## src/rtl/comp2_serial_cascade_if.sv

```systemverilog
// Handshake bundle between a comp2 bit source, the serial cascade stage and the result consumer.
interface comp2_serial_cascade_if;
  logic in_valid;
  logic in_ready;
  logic in_l;
  logic in_e;
  logic in_g;
  logic out_valid;
  logic out_ready;
  logic out_lt;
  logic out_eq;
  logic out_gt;
  logic out_err;

  modport slave (
    input  in_valid, in_l, in_e, in_g, out_ready,
    output in_ready, out_valid, out_lt, out_eq, out_gt, out_err
  );

  modport master (
    output in_valid, in_l, in_e, in_g, out_ready,
    input  in_ready, out_valid, out_lt, out_eq, out_gt, out_err
  );
endinterface

```

## src/rtl/comp2_serial_cascade.sv

```systemverilog
// Bit-serial MSB-first cascade of comp2 L/E/G outputs into a WIDTH-bit lt/eq/gt result.
module comp2_serial_cascade #(
  parameter int unsigned WIDTH = 8,
  parameter int unsigned CNT_W = $clog2(WIDTH + 1)
) (
  input  logic                  clk,
  input  logic                  rst_n,
  input  logic                  flush,
  comp2_serial_cascade_if.slave bus
);

  typedef enum logic [1:0] {IDLE, ACCUM, DONE} state_t;
  typedef enum logic [1:0] {UNDEC, DEC_LT, DEC_GT} dec_t;

  localparam logic [CNT_W-1:0] LAST_CNT = CNT_W'(WIDTH - 1);

  state_t           state_q, state_d;
  dec_t             dec_q, dec_d, dec_n;
  logic [CNT_W-1:0] cnt_q, cnt_d;
  logic             err_q, err_d, err_n;
  logic             valid_q, valid_d;
  logic             lt_q, lt_d;
  logic             eq_q, eq_d;
  logic             gt_q, gt_d;
  logic             oerr_q, oerr_d;
  logic             accept;
  logic             legal;

  assign bus.in_ready  = !valid_q;
  assign bus.out_valid = valid_q;
  assign bus.out_lt    = lt_q;
  assign bus.out_eq    = eq_q;
  assign bus.out_gt    = gt_q;
  assign bus.out_err   = oerr_q;

  always_comb begin
    accept  = bus.in_valid && !valid_q;
    legal   = ({bus.in_l, bus.in_e, bus.in_g} == 3'b100) ||
              ({bus.in_l, bus.in_e, bus.in_g} == 3'b010) ||
              ({bus.in_l, bus.in_e, bus.in_g} == 3'b001);
    state_d = state_q;
    cnt_d   = cnt_q;
    dec_d   = dec_q;
    err_d   = err_q;
    valid_d = valid_q;
    lt_d    = lt_q;
    eq_d    = eq_q;
    gt_d    = gt_q;
    oerr_d  = oerr_q;

    // Effect of the current bit on decision/error, applied only when it is accepted.
    dec_n = dec_q;
    err_n = err_q || !legal;
    if (legal && dec_q == UNDEC) begin
      if (bus.in_l)      dec_n = DEC_LT;
      else if (bus.in_g) dec_n = DEC_GT;
    end

    case (state_q)
      IDLE, ACCUM: begin
        if (accept) begin
          cnt_d = cnt_q + CNT_W'(1);
          dec_d = dec_n;
          err_d = err_n;
          if (cnt_q == LAST_CNT) begin
            state_d = DONE;
            valid_d = 1'b1;
            lt_d    = (dec_n == DEC_LT);
            eq_d    = (dec_n == UNDEC);
            gt_d    = (dec_n == DEC_GT);
            oerr_d  = err_n;
          end else begin
            state_d = ACCUM;
          end
        end
      end
      DONE: begin
        if (bus.out_ready) begin
          state_d = IDLE;
          cnt_d   = '0;
          dec_d   = UNDEC;
          err_d   = 1'b0;
          valid_d = 1'b0;
        end
      end
      default: state_d = IDLE;
    endcase

    if (flush) begin
      state_d = IDLE;
      cnt_d   = '0;
      dec_d   = UNDEC;
      err_d   = 1'b0;
      valid_d = 1'b0;
      lt_d    = 1'b0;
      eq_d    = 1'b0;
      gt_d    = 1'b0;
      oerr_d  = 1'b0;
    end
  end

  always_ff @(posedge clk) begin
    if (!rst_n) begin
      state_q <= IDLE;
      cnt_q   <= '0;
      dec_q   <= UNDEC;
      err_q   <= 1'b0;
      valid_q <= 1'b0;
      lt_q    <= 1'b0;
      eq_q    <= 1'b0;
      gt_q    <= 1'b0;
      oerr_q  <= 1'b0;
    end else begin
      state_q <= state_d;
      cnt_q   <= cnt_d;
      dec_q   <= dec_d;
      err_q   <= err_d;
      valid_q <= valid_d;
      lt_q    <= lt_d;
      eq_q    <= eq_d;
      gt_q    <= gt_d;
      oerr_q  <= oerr_d;
    end
  end

endmodule

```

## src/flat_wrapper.sv

```systemverilog
// flat-port wrapper written by rule: the top's interface ports become plain ports
module comp2_serial_cascade_flat 
#(
  parameter int unsigned WIDTH = 8,
  parameter int unsigned CNT_W = $clog2(WIDTH + 1)
)
  (clk, rst_n, flush, bus_in_valid, bus_in_l, bus_in_e, bus_in_g, bus_out_ready, bus_in_ready, bus_out_valid, bus_out_lt, bus_out_eq, bus_out_gt, bus_out_err);
  comp2_serial_cascade_if bus_i ();
  input  logic clk;
  input  logic rst_n;
  input  logic flush;
  input wire logic [$bits(bus_i.in_valid)-1:0] bus_in_valid;
  input wire logic [$bits(bus_i.in_l)-1:0] bus_in_l;
  input wire logic [$bits(bus_i.in_e)-1:0] bus_in_e;
  input wire logic [$bits(bus_i.in_g)-1:0] bus_in_g;
  input wire logic [$bits(bus_i.out_ready)-1:0] bus_out_ready;
  output wire logic [$bits(bus_i.in_ready)-1:0] bus_in_ready;
  output wire logic [$bits(bus_i.out_valid)-1:0] bus_out_valid;
  output wire logic [$bits(bus_i.out_lt)-1:0] bus_out_lt;
  output wire logic [$bits(bus_i.out_eq)-1:0] bus_out_eq;
  output wire logic [$bits(bus_i.out_gt)-1:0] bus_out_gt;
  output wire logic [$bits(bus_i.out_err)-1:0] bus_out_err;
  assign bus_i.in_valid = bus_in_valid;
  assign bus_i.in_l = bus_in_l;
  assign bus_i.in_e = bus_in_e;
  assign bus_i.in_g = bus_in_g;
  assign bus_i.out_ready = bus_out_ready;
  assign bus_in_ready = bus_i.in_ready;
  assign bus_out_valid = bus_i.out_valid;
  assign bus_out_lt = bus_i.out_lt;
  assign bus_out_eq = bus_i.out_eq;
  assign bus_out_gt = bus_i.out_gt;
  assign bus_out_err = bus_i.out_err;
  comp2_serial_cascade #(.WIDTH(WIDTH), .CNT_W(CNT_W)) u_core (.clk(clk), .rst_n(rst_n), .flush(flush), .bus(bus_i));
endmodule
```

## config.mk

```make
export PLATFORM = sky130hd
export DESIGN_NAME = comp2_serial_cascade_flat
export DESIGN_NICKNAME = d
export VERILOG_FILES = /design/src/rtl/comp2_serial_cascade_if.sv /design/src/rtl/comp2_serial_cascade.sv /design/src/flat_wrapper.sv
export SDC_FILE = /design/constraint.sdc
export NUM_CORES = 1
export LEC_CHECK = 0
export CAP_MARGIN = 20
export CORE_AREA = 10 10 47 49
export CTS_BUF_LIST = sky130_fd_sc_hd__clkbuf_4 sky130_fd_sc_hd__clkbuf_8
export CTS_CLUSTER_DIAMETER = 60
export CTS_CLUSTER_SIZE = 20
export DETAILED_ROUTE_END_ITERATION = 10
export DIE_AREA = 0 0 57 59
export DONT_BUFFER_PORTS = 1
export MAX_ROUTING_LAYER = met4
export PLACE_DENSITY = 0.69
export SLEW_MARGIN = 20
export SYNTH_ARGS = -nofsm -noshare
export SYNTH_HDL_FRONTEND = slang
export SYNTH_SLANG_ARGS = --single-unit
```

## constraint.sdc

```tcl
create_clock -name clk -period 1.4 [get_ports clk]
set_input_delay 0.28 -clock clk [delete_from_list [all_inputs] [get_ports clk]]
set_output_delay 0.28 -clock clk [all_outputs]
set_load 0.005 [all_outputs]
```

==> metrics list <==
- The run finished with clean final reports.
* Cts repair resizes: 0
- Via total after detailed routing: 568
- Combinational fraction of design power: 7.8%
* Wire length per cell: 14.76 um
* Vias per cell: 5.737
* Average cell area after synthesis: 8.573 um^2
* Total nets after synthesis: 90
- Count of buffers added by post-CTS timing repair for setup: 0
* Buffers on Ports: 0
* Yosys warnings: 0
* Maximum achievable frequency: 0.7649 GHz
- Number of design-rule violations left by the first detailed-router iteration: 9
- Of the cells placed in the final design, the portion with a size suffix greater than 1 is 16.87%.
* Post-Syn Area: 694.4 um^2
- Final antenna diode count: 0
- For this design the ratio of total power to cell area is 897.1 nW/um^2.
- Portion of synthesized cell area occupied by the leading cell type: 40.36%
- Final WL: 1.461 mm
* CP arrival: 1.52 ns
* Gate count of the mapped netlist: 81
* Critical path required time: 1.61 ns
* Number of nets in the layout: 94
- Hold bufs inserted after CTS: 0
- The later pin in the worst-skew pair is clocked with a latency of 0.27 ns.
- The initial utilization of the core area, before any placement, comes to 49.55%.
- Switching fraction of total power: 22.31%
* Clock slew seen by the registers of the worst setup and hold paths: 0.08 ns
* Post-synthesis register bit count: 14
* Cells along the critical path: or3b_1 -> a21boi_2 -> mux2i_1
- In this run the power spent charging and discharging nets is 151.0 uW.
* Clock root buffer: sky130_fd_sc_hd__clkbuf_4
- Worst Setup End Kind: flip-flop
- The worst path uses 93.38% of the clock period.
- The worst setup path is launched from a flip-flop.
- In this run the register-to-register setup slack is 0.09 ns.
* Cell area reported after detailed placement: 723.2 um^2
- In this run the number of H-tree levels came out at 1.
- Number of setup violations in the final report: 0
- The area growth from synthesis to layout is 8.649%.
- Number of remaining DRC errors: 0
- CTS buffer count: 3
* Cell variety after synth: 28
- Count of filler cells inserted in the layout: 129
* Biggest area contributors in the synthesized netlist: sky130_fd_sc_hd__dfxtp_1 (40%), sky130_fd_sc_hd__a21oi_1 (9.4%), sky130_fd_sc_hd__nand3_1 (5.8%)
- The number of hold violations in the final report is 0.
- Leftover overflow at the end of global routing: 0
* Internal portion of total power: 525.8 uW
* Sequential area share after synthesis: 40.36%
- HPWL after detailed placement: 1.072 mm
- The clock network is responsible for 32.3% of the overall power.
* Std-Cell Core Area: 1401 um^2
* Tightest Pin Transition: 0.4175 ns
* Sequential Power Share: 59.9%
* Remaining max-slew budget at the tightest pin: 71.77%
- Standard cell with the maximum stage delay on the critical path: sky130_fd_sc_hd__or3b_1
- Global-route wire length before repair: 2.380 mm
- Deepest clock path buffer count: 2
- Final std cell area, no fill: 754.5 um^2
* Gp weighted congestion: 0.7892
- Setup repair after global routing missed its margin: false
- The floorplan step set the die width to 57 um.
* Max Cap Violations: 0
- For this design, the sink count on the clock tree is 14.
- Adding up every negative setup slack in the final design gives 0 ns.
* I/O pin total: 14
* Peak ir drop on the vdd network: 0.3995 mV
* Maximum net fanout on the critical path: 6
* Fin. max-slew vios: 0
- Number of core rows: 14
- Via count of the first global-routing pass: 551
* Number of nets with antenna violations after detailed routing: 0
- Clock tree from TritonCTS: built
* Die Area: 3363 um^2
* Tot GR Track Use: 9.067%
* Setup Skew: 0.006772 ns
- sky130_fd_sc_hd__dfxtp_1 takes more of the synthesized area than any other cell.
* Maximum number of pins on one net before global-route repair: 12
- For this design the static power due to leakage is 0.0002447 uW.
- Delay of the slowest cell on the worst path: 0.52 ns
- The number of antenna violations at the first check in global routing is 0.
- Classification of the worst-slack hold path: in2reg
- The die is 59 um tall.
* Critical path class: reg2reg
- The first detailed-routing pass ran for 4 iterations.
- Minimum clock period: 1.307 ns
worst max-delay path, delay by kind of cell, from the launching register on:
family	cells	cell delay (ns)
AOI/OAI and AO/OA	1	0.20
DFF	1	0.36
muxes	1	0.18
and+or+nand+nor	1	0.52
cell type report:
cell class	instances	area, um^2	area share [%]
clock buffers	3	22.52	2.985
inverters	4	15.01	1.990
multi-input cells	58	386.6	51.24
flip-flops and latches	14	280.3	37.15
well taps	16	20.02	2.653
repair buffers	4	30.03	3.980
layout by cell type (no fill, tap or decap):
master | synthesis | final
sky130_fd_sc_hd__buf_4 | 0 | 4
sky130_fd_sc_hd__nor2b_1 | 2 | 2
sky130_fd_sc_hd__xor2_1 | 1 | 1
sky130_fd_sc_hd__inv_1 | 4 | 4
sky130_fd_sc_hd__nand2b_1 | 2 | 2
sky130_fd_sc_hd__nand3_1 | 8 | 8
sky130_fd_sc_hd__o2111ai_1 | 1 | 1
sky130_fd_sc_hd__or3b_1 | 1 | 1
sky130_fd_sc_hd__a211oi_1 | 3 | 3
sky130_fd_sc_hd__a21boi_2 | 1 | 1
sky130_fd_sc_hd__and3b_2 | 0 | 1
sky130_fd_sc_hd__ha_1 | 1 | 1
sky130_fd_sc_hd__a2111oi_2 | 0 | 1
sky130_fd_sc_hd__o21ai_0 | 2 | 2
sky130_fd_sc_hd__a21oi_2 | 1 | 1
sky130_fd_sc_hd__nand3b_1 | 4 | 4
sky130_fd_sc_hd__o211a_1 | 1 | 1
sky130_fd_sc_hd__a21oi_1 | 13 | 13
sky130_fd_sc_hd__mux2i_1 | 2 | 2
sky130_fd_sc_hd__dfxtp_1 | 14 | 14
sky130_fd_sc_hd__nand2_1 | 5 | 5
sky130_fd_sc_hd__nor2_2 | 0 | 1
sky130_fd_sc_hd__or3b_2 | 1 | 1
sky130_fd_sc_hd__nor3b_2 | 1 | 1
sky130_fd_sc_hd__nor2_1 | 3 | 2
sky130_fd_sc_hd__xnor2_1 | 1 | 1
sky130_fd_sc_hd__nor4b_1 | 2 | 2
sky130_fd_sc_hd__clkbuf_4 | 0 | 3
path summary, 6_finish.rpt:
kind / startpoint / endpoint / cells after the start
max reg2reg: u_core.state_q[1]$_SDFFE_PP0P_ / u_core.cnt_q[2]$_SDFFE_PP0P_ / 3
min reg2reg: u_core.err_q$_SDFFE_PP0P_ / u_core.err_q$_SDFFE_PP0P_ / 2
max: u_core.state_q[1]$_SDFFE_PP0P_ / u_core.cnt_q[2]$_SDFFE_PP0P_ / 3
min: bus_out_ready / u_core.state_q[1]$_SDFFE_PP0P_ / 2
layer usage:
metal,vias to the layer above,GRT usage [%],routed length [um]
li1,295,-,-
met1,260,10.24,689
met2,11,13.18,649
met3,2,3.004,107
met4,0,6.376,14
met5,-,-,0
cell families after synthesis:
group / count (synthesis) / synth area share, %
buffers and inverters: 9 / 5.225
xor gates and xnor gates: 2 / 2.523
muxes: 2 / 2.883
adders and majority gates: 1 / 1.802
DFF: 14 / 40.36
and+or+nand+nor: 30 / 26.13
AOI/OAI and AO/OA: 23 / 21.08
Yosys cell counts:
master	count
sky130_fd_sc_hd__inv_1	4
sky130_fd_sc_hd__nor4b_1	2
sky130_fd_sc_hd__ha_1	1
sky130_fd_sc_hd__o211a_1	1
sky130_fd_sc_hd__clkbuf_1	2
sky130_fd_sc_hd__o2111ai_1	1
sky130_fd_sc_hd__nor2b_1	2
sky130_fd_sc_hd__xor2_1	1
sky130_fd_sc_hd__buf_1	1
sky130_fd_sc_hd__a21oi_1	13
sky130_fd_sc_hd__a211oi_1	3
sky130_fd_sc_hd__nand3b_1	4
sky130_fd_sc_hd__nand2_1	5
sky130_fd_sc_hd__a2111oi_1	1
sky130_fd_sc_hd__nor2_1	3
sky130_fd_sc_hd__nand2b_1	2
sky130_fd_sc_hd__o21ai_0	2
sky130_fd_sc_hd__buf_2	2
sky130_fd_sc_hd__dfxtp_1	14
sky130_fd_sc_hd__and3b_1	1
sky130_fd_sc_hd__nand3_1	8
sky130_fd_sc_hd__mux2i_1	2
sky130_fd_sc_hd__a21boi_2	1
sky130_fd_sc_hd__a21oi_2	1
sky130_fd_sc_hd__nor3b_2	1
sky130_fd_sc_hd__or3b_2	1
sky130_fd_sc_hd__or3b_1	1
sky130_fd_sc_hd__xnor2_1	1
power by group through the flow:
stage	registers, uW	logic [uW]	clock network [uW]
2_1_floorplan	415	40.8	0
6_report	406	52.7	218
3_3_place_gp	415	49.7	0
4_1_cts	406	50.6	236
3_5_place_dp	415	50.2	0
5_1_grt	407	59.8	240
flip-flops by register name, summed over array words and instances (netlist names):
signal / flops
u_core.cnt_q: 4
u_core.dec_q: 2
u_core.state_q: 2
u_core.bus.out_eq: 1
u_core.bus.out_err: 1
u_core.bus.out_gt: 1
u_core.bus.out_lt: 1
u_core.bus.out_valid: 1
u_core.err_q: 1
through the flow:
| step | util, % | total power [uW] | std cells | setup WS, ns | hold slack, ns |
|---|---|---|---|---|---|
| floorplan | - | 455.3 | 81 | 0.1293 | 0.4450 |
| global placement | 51.61 | 464.7 | 96 | 0.09208 | 0.4576 |
| detailed placement | 51.61 | 465.3 | 96 | 0.06222 | 0.4593 |
| CTS | 53.21 | 692.4 | 99 | 0.06009 | 0.1810 |
| global route | 53.84 | 706.0 | 99 | 0.01325 | 0.1944 |
| finish | 53.84 | 676.9 | 99 | 0.09261 | 0.1955 |
(Power assumes the default switching activity.)
